File: src/rtl/alu_pkg.sv
// Shared ALU select codes, funct3 encodings and execute-stage bundles.
package alu_pkg;

  localparam int XLEN = 32;

  localparam logic [3:0] ALU_ADD  = 4'h0;
  localparam logic [3:0] ALU_SUB  = 4'h1;
  localparam logic [3:0] ALU_AND  = 4'h2;
  localparam logic [3:0] ALU_OR   = 4'h4;
  localparam logic [3:0] ALU_XOR  = 4'h6;
  localparam logic [3:0] ALU_SLL  = 4'h8;
  localparam logic [3:0] ALU_SRL  = 4'hA;
  localparam logic [3:0] ALU_SLT  = 4'hC;
  localparam logic [3:0] ALU_SLTU = 4'hE;

  localparam logic [2:0] F3_ADD  = 3'b000;
  localparam logic [2:0] F3_SLL  = 3'b001;
  localparam logic [2:0] F3_SLT  = 3'b010;
  localparam logic [2:0] F3_SLTU = 3'b011;
  localparam logic [2:0] F3_XOR  = 3'b100;
  localparam logic [2:0] F3_SR   = 3'b101;
  localparam logic [2:0] F3_OR   = 3'b110;
  localparam logic [2:0] F3_AND  = 3'b111;

  typedef struct packed {
    logic [XLEN-1:0] a;
    logic [XLEN-1:0] b;
    logic [3:0]      sel;
    logic            illegal;
  } id_ex_t;

  typedef struct packed {
    logic [XLEN-1:0] result;
    logic            cout;
    logic            of;
    logic            zf;
    logic            illegal;
  } ex_wb_t;

endpackage

File: src/rtl/alu.sv
// 32-bit combinational ALU; carry/overflow only meaningful for add/sub.
module alu
  import alu_pkg::*;
(
  input  logic [XLEN-1:0] a_i,
  input  logic [XLEN-1:0] b_i,
  input  logic [3:0]      sel_i,
  output logic [XLEN-1:0] result_o,
  output logic            carry_out_flag_o,
  output logic            overflow_o,
  output logic            zero_flag_o
);

  logic            is_sub;
  logic [XLEN-1:0] bb;
  logic [XLEN:0]   sum;

  assign is_sub = (sel_i == ALU_SUB);
  assign bb     = is_sub ? ~b_i : b_i;
  // Subtract as a + ~b + 1, so carry-out means "no borrow".
  assign sum    = {1'b0, a_i} + {1'b0, bb}
                + {{XLEN{1'b0}}, is_sub};

  always_comb begin
    result_o         = '0;
    carry_out_flag_o = 1'b0;
    overflow_o       = 1'b0;
    unique case (sel_i)
      ALU_ADD, ALU_SUB: begin
        result_o         = sum[XLEN-1:0];
        carry_out_flag_o = sum[XLEN];
        overflow_o       = (a_i[XLEN-1] == bb[XLEN-1])
                        && (sum[XLEN-1] != a_i[XLEN-1]);
      end
      ALU_AND:  result_o = a_i & b_i;
      ALU_OR:   result_o = a_i | b_i;
      ALU_XOR:  result_o = a_i ^ b_i;
      ALU_SLL:  result_o = a_i << b_i[4:0];
      ALU_SRL:  result_o = a_i >> b_i[4:0];
      ALU_SLT:  result_o = {{(XLEN-1){1'b0}},
                            $signed(a_i) < $signed(b_i)};
      ALU_SLTU: result_o = {{(XLEN-1){1'b0}}, a_i < b_i};
      default:  result_o = '0;
    endcase
  end

  assign zero_flag_o = ~|result_o;

endmodule

File: src/rtl/alu_decode.sv
// funct3/funct7 to ALU select mapping; SRA/SRAI flagged as unsupported.
module alu_decode
  import alu_pkg::*;
(
  input  logic [2:0] funct3_i,
  input  logic       funct7_5_i,
  input  logic       is_imm_i,
  output logic [3:0] sel_o,
  output logic       illegal_o
);

  always_comb begin
    sel_o     = ALU_ADD;
    illegal_o = 1'b0;
    unique case (funct3_i)
      F3_ADD:  sel_o = (funct7_5_i && !is_imm_i) ? ALU_SUB : ALU_ADD;
      F3_SLL:  sel_o = ALU_SLL;
      F3_SLT:  sel_o = ALU_SLT;
      F3_SLTU: sel_o = ALU_SLTU;
      F3_XOR:  sel_o = ALU_XOR;
      F3_SR: begin
        if (funct7_5_i) illegal_o = 1'b1;
        else            sel_o     = ALU_SRL;
      end
      F3_OR:   sel_o = ALU_OR;
      F3_AND:  sel_o = ALU_AND;
    endcase
  end

endmodule

File: src/rtl/alu_exec_stage.sv
// Two-register execute stage: operand register, ALU, result register.
module alu_exec_stage #(
  parameter int XLEN = 32,
  parameter int RD_W = 5
) (
  input  logic            clk,
  input  logic            rst,
  input  logic            in_valid,
  output logic            in_ready,
  input  logic [2:0]      in_funct3,
  input  logic            in_funct7_5,
  input  logic            in_is_imm,
  input  logic [XLEN-1:0] in_rs1,
  input  logic [XLEN-1:0] in_rs2,
  input  logic [XLEN-1:0] in_imm,
  input  logic [RD_W-1:0] in_rd,
  input  logic            flush,
  output logic            out_valid,
  input  logic            out_ready,
  output logic [XLEN-1:0] out_result,
  output logic            out_cout,
  output logic            out_of,
  output logic            out_zf,
  output logic            out_illegal,
  output logic [RD_W-1:0] out_rd
);

  import alu_pkg::*;

  id_ex_t          s1_d, s1_q;
  logic            s1_valid_d, s1_valid_q;
  logic [RD_W-1:0] s1_rd_d, s1_rd_q;

  ex_wb_t          s2_d, s2_q;
  logic            out_valid_d, out_valid_q;
  logic [RD_W-1:0] out_rd_d, out_rd_q;

  logic [3:0]      dec_sel;
  logic            dec_ill;
  logic [XLEN-1:0] op_b;
  logic [XLEN-1:0] alu_res;
  logic            alu_c, alu_v, alu_z;
  logic            s2_free, s1_adv, in_fire;

  alu_decode u_dec (
    .funct3_i   (in_funct3),
    .funct7_5_i (in_funct7_5),
    .is_imm_i   (in_is_imm),
    .sel_o      (dec_sel),
    .illegal_o  (dec_ill)
  );

  alu u_alu (
    .a_i              (s1_q.a),
    .b_i              (s1_q.b),
    .sel_i            (s1_q.sel),
    .result_o         (alu_res),
    .carry_out_flag_o (alu_c),
    .overflow_o       (alu_v),
    .zero_flag_o      (alu_z)
  );

  assign op_b     = in_is_imm ? in_imm : in_rs2;
  assign s2_free  = !out_valid_q || out_ready;
  assign s1_adv   = s1_valid_q && s2_free;
  assign in_ready = !rst && !flush
                 && (!s1_valid_q || s2_free);
  assign in_fire  = in_valid && in_ready;

  always_comb begin
    s1_valid_d = s1_valid_q;
    s1_d       = s1_q;
    s1_rd_d    = s1_rd_q;
    if (flush) begin
      s1_valid_d = 1'b0;
    end else if (in_fire) begin
      s1_valid_d  = 1'b1;
      s1_d.a       = in_rs1;
      s1_d.b       = op_b;
      s1_d.sel     = dec_sel;
      s1_d.illegal = dec_ill;
      s1_rd_d      = in_rd;
    end else if (s1_adv) begin
      s1_valid_d = 1'b0;
    end
  end

  // Unsupported ops still retire, but with result and flags zeroed.
  always_comb begin
    out_valid_d = out_valid_q;
    s2_d        = s2_q;
    out_rd_d    = out_rd_q;
    if (flush) begin
      out_valid_d = 1'b0;
    end else if (s1_adv) begin
      out_valid_d  = 1'b1;
      s2_d.illegal = s1_q.illegal;
      s2_d.result  = s1_q.illegal ? '0 : alu_res;
      s2_d.cout    = !s1_q.illegal && alu_c;
      s2_d.of      = !s1_q.illegal && alu_v;
      s2_d.zf      = !s1_q.illegal && alu_z;
      out_rd_d     = s1_rd_q;
    end else if (out_ready) begin
      out_valid_d = 1'b0;
    end
  end

  always_ff @(posedge clk) begin
    if (rst) begin
      s1_valid_q  <= 1'b0;
      s1_q        <= '0;
      s1_rd_q     <= '0;
      out_valid_q <= 1'b0;
      s2_q        <= '0;
      out_rd_q    <= '0;
    end else begin
      s1_valid_q  <= s1_valid_d;
      s1_q        <= s1_d;
      s1_rd_q     <= s1_rd_d;
      out_valid_q <= out_valid_d;
      s2_q        <= s2_d;
      out_rd_q    <= out_rd_d;
    end
  end

  assign out_valid   = out_valid_q;
  assign out_result  = s2_q.result;
  assign out_cout    = s2_q.cout;
  assign out_of      = s2_q.of;
  assign out_zf      = s2_q.zf;
  assign out_illegal = s2_q.illegal;
  assign out_rd      = out_rd_q;

endmodule

File: config.mk
export PLATFORM = sky130hd
export DESIGN_NAME = alu_exec_stage
export DESIGN_NICKNAME = d
export VERILOG_FILES = /design/src/rtl/alu_pkg.sv /design/src/rtl/alu.sv /design/src/rtl/alu_decode.sv /design/src/rtl/alu_exec_stage.sv
export SDC_FILE = /design/constraint.sdc
export NUM_CORES = 1
export LEC_CHECK = 0
export BUFFER_PORTS_ARGS = -buffer_cell sky130_fd_sc_hd__buf_4
export CAP_MARGIN = 15
export CORE_ASPECT_RATIO = 1.5
export CORE_MARGIN = 5
export CORE_UTILIZATION = 60
export DETAILED_ROUTE_END_ITERATION = 8
export PLACE_DENSITY = 0.78
export REMOVE_ABC_BUFFERS = 1
export SYNTH_ARGS = -nofsm -noshare
export SYNTH_HDL_FRONTEND = slang
export SYNTH_SLANG_ARGS = --single-unit
export TNS_END_PERCENT = 50
File: constraint.sdc
create_clock -name clk -period 4.9 [get_ports clk]
set_clock_uncertainty 0.15 [all_clocks]
set_input_delay 0.245 -clock clk [delete_from_list [all_inputs] [get_ports clk]]
set_output_delay 0.245 -clock clk [all_outputs]
set_load 0.01 [all_outputs]
==> flow_summary.json, run 1 <==
{
  "worstMarginPinSlew_ns": 0.979,
  "relSlewSlack": 0.344,
  "die_area_sq_um": 25700,
  "fmax_mhz": 213,
  "muxShareOfSynthArea": 0.179,
  "p_leak_nw": 6.50,
  "row_count": 67,
  "initial_utilization": 0.606,
  "grt_max_degree": 67,
  "nFillCells": 1685,
  "portBuffers": 153,
  "grt_pass1_wl_um": 91100,
  "antenna_left": 0,
  "synth_enable_flop_cells": 0,
  "root_buffer": "clkbuf_16",
  "cts_buffers": 17,
  "synth_seq_area_share": 0.173,
  "grt_overflow": 0,
  "final_nets": 2131,
  "syn_area_sq_um": 13500,
  "clk_latency_ns": 0.45,
  "synth_top_flop_cell": "dfxtp_1",
  "core_sq_um": 22300,
  "violations": "hold timing",
  "yosys.area_share.adder": 0.127,
  "cts_sinks": 117,
  "dp_hpwl_um": 43000,
  "grt_usage": 0.457,
  "die_w_um": 133,
  "synth_common_cells": "nand2_1, nor2_1, ha_1, a21oi_1, dfxtp_1",
  "finalNonFillerCells": 2174,
  "critical_path_required_ns": 5.14,
  "firstDrtPassIters": 7,
  "synth-xor-area-share": 0.0317,
  "first_global_vias": 15100,
  "area_growth_syn_to_layout_pct": 18.7,
  "synth_area_leaders": "dfxtp_1, ha_1, mux4_2",
  "switching_power_w": 0.00118,
  "fp.dieH_um": 194,
  "synth_top_family_by_area": "compound AO/OA/AOI/OAI gates",
  "synthCells": 1744,
  "viasPerCell": 7.21,
  "fin_crit_sh": 0.959,
  "ys_seq_elements": 117,
  "clk_pin_slew_ns": 0.06,
  "synth.distinct_cells": 81,
  "drc": 0,
  "crit_arrival_ns": 4.94,
  "yosys.area_share.simple": 0.188,
  "rsz0062_at_grt": "false",
  "startpoint_type": "flop",
  "pwr-share-seq": 0.328,
  "cts_tree": "built",
  "routedWlPerCell_um": 28.1,
  "clock_path_buffers": 2,
  "synth_top_area_share": 0.173,
  "intPower_w": 0.00206,
  "peakVddDrop_mv": 0.251,
  "setup_slack_ns": 0.201,
  "vias": 15700,
  "finalHoldViolCount": 3,
  "p_comb_frac": 0.273,
  "multi_input_area_sq_um": 10300,
  "antenna_found_initial": 2,
  "io_pins": 154,
  "powerDensity_nw_per_um2": 202,
  "status": "finished with violations",
  "syn_avg_cell_area_sq_um": 7.75,
  "dr.first_iter.drc_count": 2392,
  "synthArstFlopShare": 0,
  "placed_cells": 2089,
  "place_congestion": 1.12,
  "end_kind": "flop",
  "crit_type": "flop to flop",
  "holdWs_ns": -0.00226,
  "totalPowerFinal_w": 0.00325,
  "fin_crit_ns": 4.70,
  "clockPowerShare": 0.399,
  "yosysTopAreaCell": "dfxtp_1",
  "drive_gt1_frac": 0.185,
  "drv_cap": 0,
  "drt-total-wl_um": 61200,
  "ys_warn_count": 0,
  "post_cts.repair.setup_buffers": 0,
  "finalMaxSlewViolations": 0,
  "synth_most_common_cell": "nand2_1",
  "htree_levels": 4,
  "synth_compound_area_frac": 0.230,
  "finalSetupViolCount": 0,
  "hold_path.class": "input pin to flop",
  "post-place-ws_ns": 0.163,
  "seqCellArea_sq_um": 2350,
  "p_sw_frac": 0.365,
  "crit_fanout": 30
}
[cell type report]
| type | instances | share of cell area |
|---|---|---|
| antenna | 2 | 0.000312 |
| timing repair buffer | 269 | 0.136 |
| inverter | 87 | 0.0203 |
| tap | 276 | 0.0215 |
| clock buffer | 17 | 0.0265 |
| sequential | 117 | 0.147 |
| multi-input combinational | 1391 | 0.639 |
| clock inverter | 15 | 0.00974 |
[repair_timing]
action | in CTS | in global routing
hold endpoints to repair | 47 | 0
gates resized for setup | 0 | 5
endpoints found under the setup margin | 0 | 1
hold buffers | 50 | 0
[placed cells by master (no fill, tap or decap), types with 10 or more instances in the layout]
cell type,netlist,layout
a211oi_1,58,58
a21o_1,11,11
a21oi_1,131,131
a221oi_1,10,10
a22oi_1,35,35
and3_1,10,10
buf_4,3,214
clkbuf_16,0,17
dfxtp_1,117,113
dlygate4sd3_1,0,50
ha_1,136,136
inv_1,85,85
mux2_2,27,27
mux2i_1,101,101
mux4_2,45,45
nand2_1,200,200
nand3_1,38,38
nand4_1,12,12
nor2_1,191,191
nor2b_1,10,10
nor3_1,25,24
nor4_1,14,13
o211ai_1,24,24
o21ai_0,72,71
o221ai_1,11,11
o22ai_1,10,10
xnor2_1,38,38
xor2_1,11,11
[flip-flops by register name, indices dropped and copies added (netlist names)]
name and count:
s1_q 69, out_result 32, out_rd 5, s1_rd_q 5, out_cout 1, out_illegal 1, out_of 1, out_valid 1
out_zf 1, s1_valid_q 1
[routing by layer]
metal	wire, um	global-route usage	share of wire
met5	0	0	0
met4	5340	0.299	0.087
met3	7640	0.116	0.12
met2	27300	0.732	0.45
met1	20900	0.539	0.34
[final timing paths]
check | slack, ns | start | cells past startpoint | endpoint
min reg2reg | 0.31 | out_result[0] | 2 | out_result[0]
max | 0.20 | s1_q[2] | 15 | out_zf
min | -0.002 | in_rs2[14] | 3 | s1_q[19]
max reg2reg | 0.20 | s1_q[2] | 15 | out_zf
[power by group through the flow]
| stage | Sequential [W] | Combinational (W) | Clock, W |
|---|---|---|---|
| 6_report | 0.00106 | 0.000887 | 0.00130 |
| 3_3_place_gp | 0.00107 | 0.000782 | 0 |
| 4_1_cts | 0.00105 | 0.000836 | 0.00128 |
| 5_1_grt | 0.00106 | 0.000929 | 0.00133 |
| 2_1_floorplan | 0.00108 | 0.000450 | 0 |
| 3_5_place_dp | 0.00108 | 0.000797 | 0 |
[through the flow]
stage | hold slack [ns] | TNS, ns | area (sq um) | utilization
3_3_place_gp | 0.286 | 0 | 14900 | 0.670
6_report | -0.00226 | 0 | 16100 | 0.720
5_1_grt | 0.00989 | 0 | 16100 | 0.720
2_1_floorplan | 0.164 | -8.47 | 12900 | -
3_5_place_dp | 0.296 | 0 | 14900 | 0.670
4_1_cts | 0.00187 | 0 | 16000 | 0.719
[cells by family (layout without fill, tap and decap cells)]
| kind of cell | Yosys count | after routing |
|---|---|---|
| buffers and inverters | 236 | 388 |
| adders and majority gates | 137 | 137 |
| muxes | 177 | 177 |
| DFF | 117 | 117 |
| xor gates and xnor gates | 49 | 49 |
| other | 0 | 2 |
| AOI/OAI and AO/OA | 464 | 464 |
| and+or+nand+nor | 564 | 564 |
[critical path, cell delays in order, from the launching register on]
cell and delay [ns]:
dfxtp_1 0.31, or4b_2 0.76, buf_6 0.26, xnor2_1 0.26, ha_1 0.30, a21o_1 0.18
a32o_1 0.28, or2_2 0.34, a221o_1 0.37, a311oi_1 0.49, xor2_1 0.18, o211ai_1 0.12
nor4_1 0.31, and3_1 0.21, nand2_1 0.05, nand2_1 0.05
Note: power is estimated with default switching activity, not from simulation.
==> run 2: changes to the inputs <==
--- a/config.mk
+++ b/config.mk
@@ -9,9 +9,9 @@
 export CAP_MARGIN = 15
 export CORE_ASPECT_RATIO = 1.5
 export CORE_MARGIN = 5
-export CORE_UTILIZATION = 60
+export CORE_UTILIZATION = 30
 export DETAILED_ROUTE_END_ITERATION = 8
-export PLACE_DENSITY = 0.78
+export PLACE_DENSITY = 0.43
 export REMOVE_ABC_BUFFERS = 1
 export SYNTH_ARGS = -nofsm -noshare
 export SYNTH_HDL_FRONTEND = slang
==> run 2 against run 1 <==
Net effect: sequential share of layout area decreased by 0.96 points; via count shrank 7.3%; critical path type unchanged; the run now ends clean; critical path depth rose by 1; setup slack better by 0.11 ns; fmax increased by 2.4%; cell count increased by 18%; global-route usage is 19 points lower.
==> flow_summary.json, run 2 (same netlist as run 1, synthesis figures left out) <==
{
  "status": "finished clean",
  "worstHoldStart": "in_rs2[11]",
  "grt_usage": 0.262,
  "htree_levels": 4,
  "row_count": 95,
  "crit_type": "flop to flop",
  "post_cts.repair.setup_buffers": 0,
  "antenna_left": 0,
  "core_sq_um": 44700,
  "worstMarginPinSlew_ns": 0.934,
  "hold_path_depth": 3,
  "holdPathEnd": "s1_q[16]",
  "io_pins": 154,
  "finish.utilization": 0.384,
  "end_kind": "flop",
  "holdWs_ns": 0.00830,
  "first_global_vias": 14200,
  "hold_path.class": "input pin to flop",
  "cts_sinks": 117,
  "clk_pin_slew_ns": 0.06,
  "finalNonFillerCells": 2560,
  "final_nets": 2213,
  "relSlewSlack": 0.369,
  "finalSetupViolCount": 0,
  "drive_gt1_frac": 0.203,
  "initial_utilization": 0.303,
  "grt_pass1_wl_um": 97100,
  "r2r_end": "out_zf",
  "cts_tree": "built",
  "dr.first_iter.drc_count": 1193,
  "drv_cap": 0,
  "cp_top_family": "simple AND/OR/NAND/NOR gates",
  "powerDensity_nw_per_um2": 194,
  "routedWlPerCell_um": 26.1,
  "fin_crit_sh": 0.937,
  "area_growth_syn_to_layout_pct": 27.0,
  "drc": 0,
  "grt_max_degree": 67,
  "clk_latency_ns": 0.46,
  "final_common_cell": "buf_4",
  "clock_path_buffers": 2,
  "cpPeakStageDelay_ns": 0.75,
  "antenna_found_initial": 0,
  "root_buffer": "clkbuf_16",
  "largest_reg_flops": 69,
  "crit_arrival_ns": 4.83,
  "dp_hpwl_um": 52700,
  "vias": 14500,
  "p_leak_nw": 6.89,
  "regToRegSetupSlack_ns": 0.31,
  "fp.dieH_um": 270,
  "crit_fanout": 31,
  "most-common-layout-cells": "buf_4, nand2_1, nor2_1",
  "slowest_stage": "or4b_2",
  "totalPowerFinal_w": 0.00333,
  "place_congestion": 0.977,
  "r2r_cells": 16,
  "startpoint_type": "flop",
  "finalMaxSlewViolations": 0,
  "nFillCells": 4719,
  "grt_overflow": 0,
  "critPathBufInv": 2,
  "fmax_mhz": 218,
  "peakVddDrop_mv": 0.227,
  "finalHoldViolCount": 0,
  "drt-total-wl_um": 66800,
  "r2r_start": "s1_q[2]",
  "portBuffers": 153,
  "die_area_sq_um": 49500,
  "firstDrtPassIters": 5,
  "largest_register": "s1_q",
  "insertedDiodeCount": 0,
  "fin_crit_ns": 4.59,
  "critical_path_required_ns": 5.14,
  "placed_cells": 2442,
  "die_w_um": 183,
  "cts_buffers": 17,
  "viasPerCell": 5.68,
  "crit_chain": "or4b_2, buf_12, xnor2_1, ha_1, nand3_1, o211ai_1, a31oi_1, o221a_2, a31oi_1, xor2_1, a2111oi_2, buf_4, nand4bb_1, nor4_1, nand2_1, nand2_1",
  "setup_tns_ns": 0
}
## run 2: changes by cell type in the layout (fill, tap and decap cells not counted), sizes merged
cell / change
dlygate4sd3: +36
buf: +46
diode: -2
## run 2: per-stage QoR
step,instance area [sq um],setup slack (ns)
CTS,17100,0.0822
global route,17200,-0.0154
finish,17200,0.310
floorplan,12900,-1.08
global placement,15700,0.186
detailed placement,15700,0.115
## run 2: power by group
group / internal [W] / switching (W)
Sequential: 0.000979 / 0.0000715
Combinational: 0.000411 / 0.000546
Clock: 0.000722 / 0.000599
## run 2: per-layer routing
metal  share of wire  global-route usage  vias to the layer above
li1                -                   -                     6813
met5               0                   0                        -
met4           0.040               0.102                        0
met2            0.49               0.444                      531
met3           0.049              0.0305                      102
met1            0.42               0.338                     7086
## run 2: worst register-to-register path, cell delays in order (launching register included)
cell and delay, ns:
dfxtp_1 0.31, or4b_2 0.75, buf_12 0.23, xnor2_1 0.19, ha_1 0.42, nand3_1 0.19, o211ai_1 0.27, a31oi_1 0.15
o221a_2 0.36, a31oi_1 0.25, xor2_1 0.13, a2111oi_2 0.41, buf_4 0.18, nand4bb_1 0.09, nor4_1 0.29, nand2_1 0.10
nand2_1 0.06
## run 2: cell type report
cell class	instances	area, sq um	share of cell area
multi-input cells	1391	10300	0.599
clock inverters	15	159	0.00925
well taps	582	728	0.0424
clock buffers	17	425	0.0248
repair buffers	351	2900	0.169
inverters	87	327	0.0190
flip-flops and latches	117	2350	0.137
## run 2: worst max path at each step
stage	to	from	slack, ns	cells past startpoint
floorplan	out_zf	s1_q[6]	-1.08	13
global placement	out_zf	s1_q[2]	0.19	16
detailed placement	out_zf	s1_q[2]	0.11	16
CTS	out_zf	s1_q[2]	0.08	16
global route	out_zf	s1_q[2]	-0.02	16
finish	out_zf	s1_q[2]	0.31	16
## run 2: what timing repair did
item / 4_1_cts / 5_1_grt
hold buffers: 86 / 0
endpoints found under the hold margin: 63 / 0
gates resized for setup: 0 / 13
setup endpoints to repair: 0 / 3
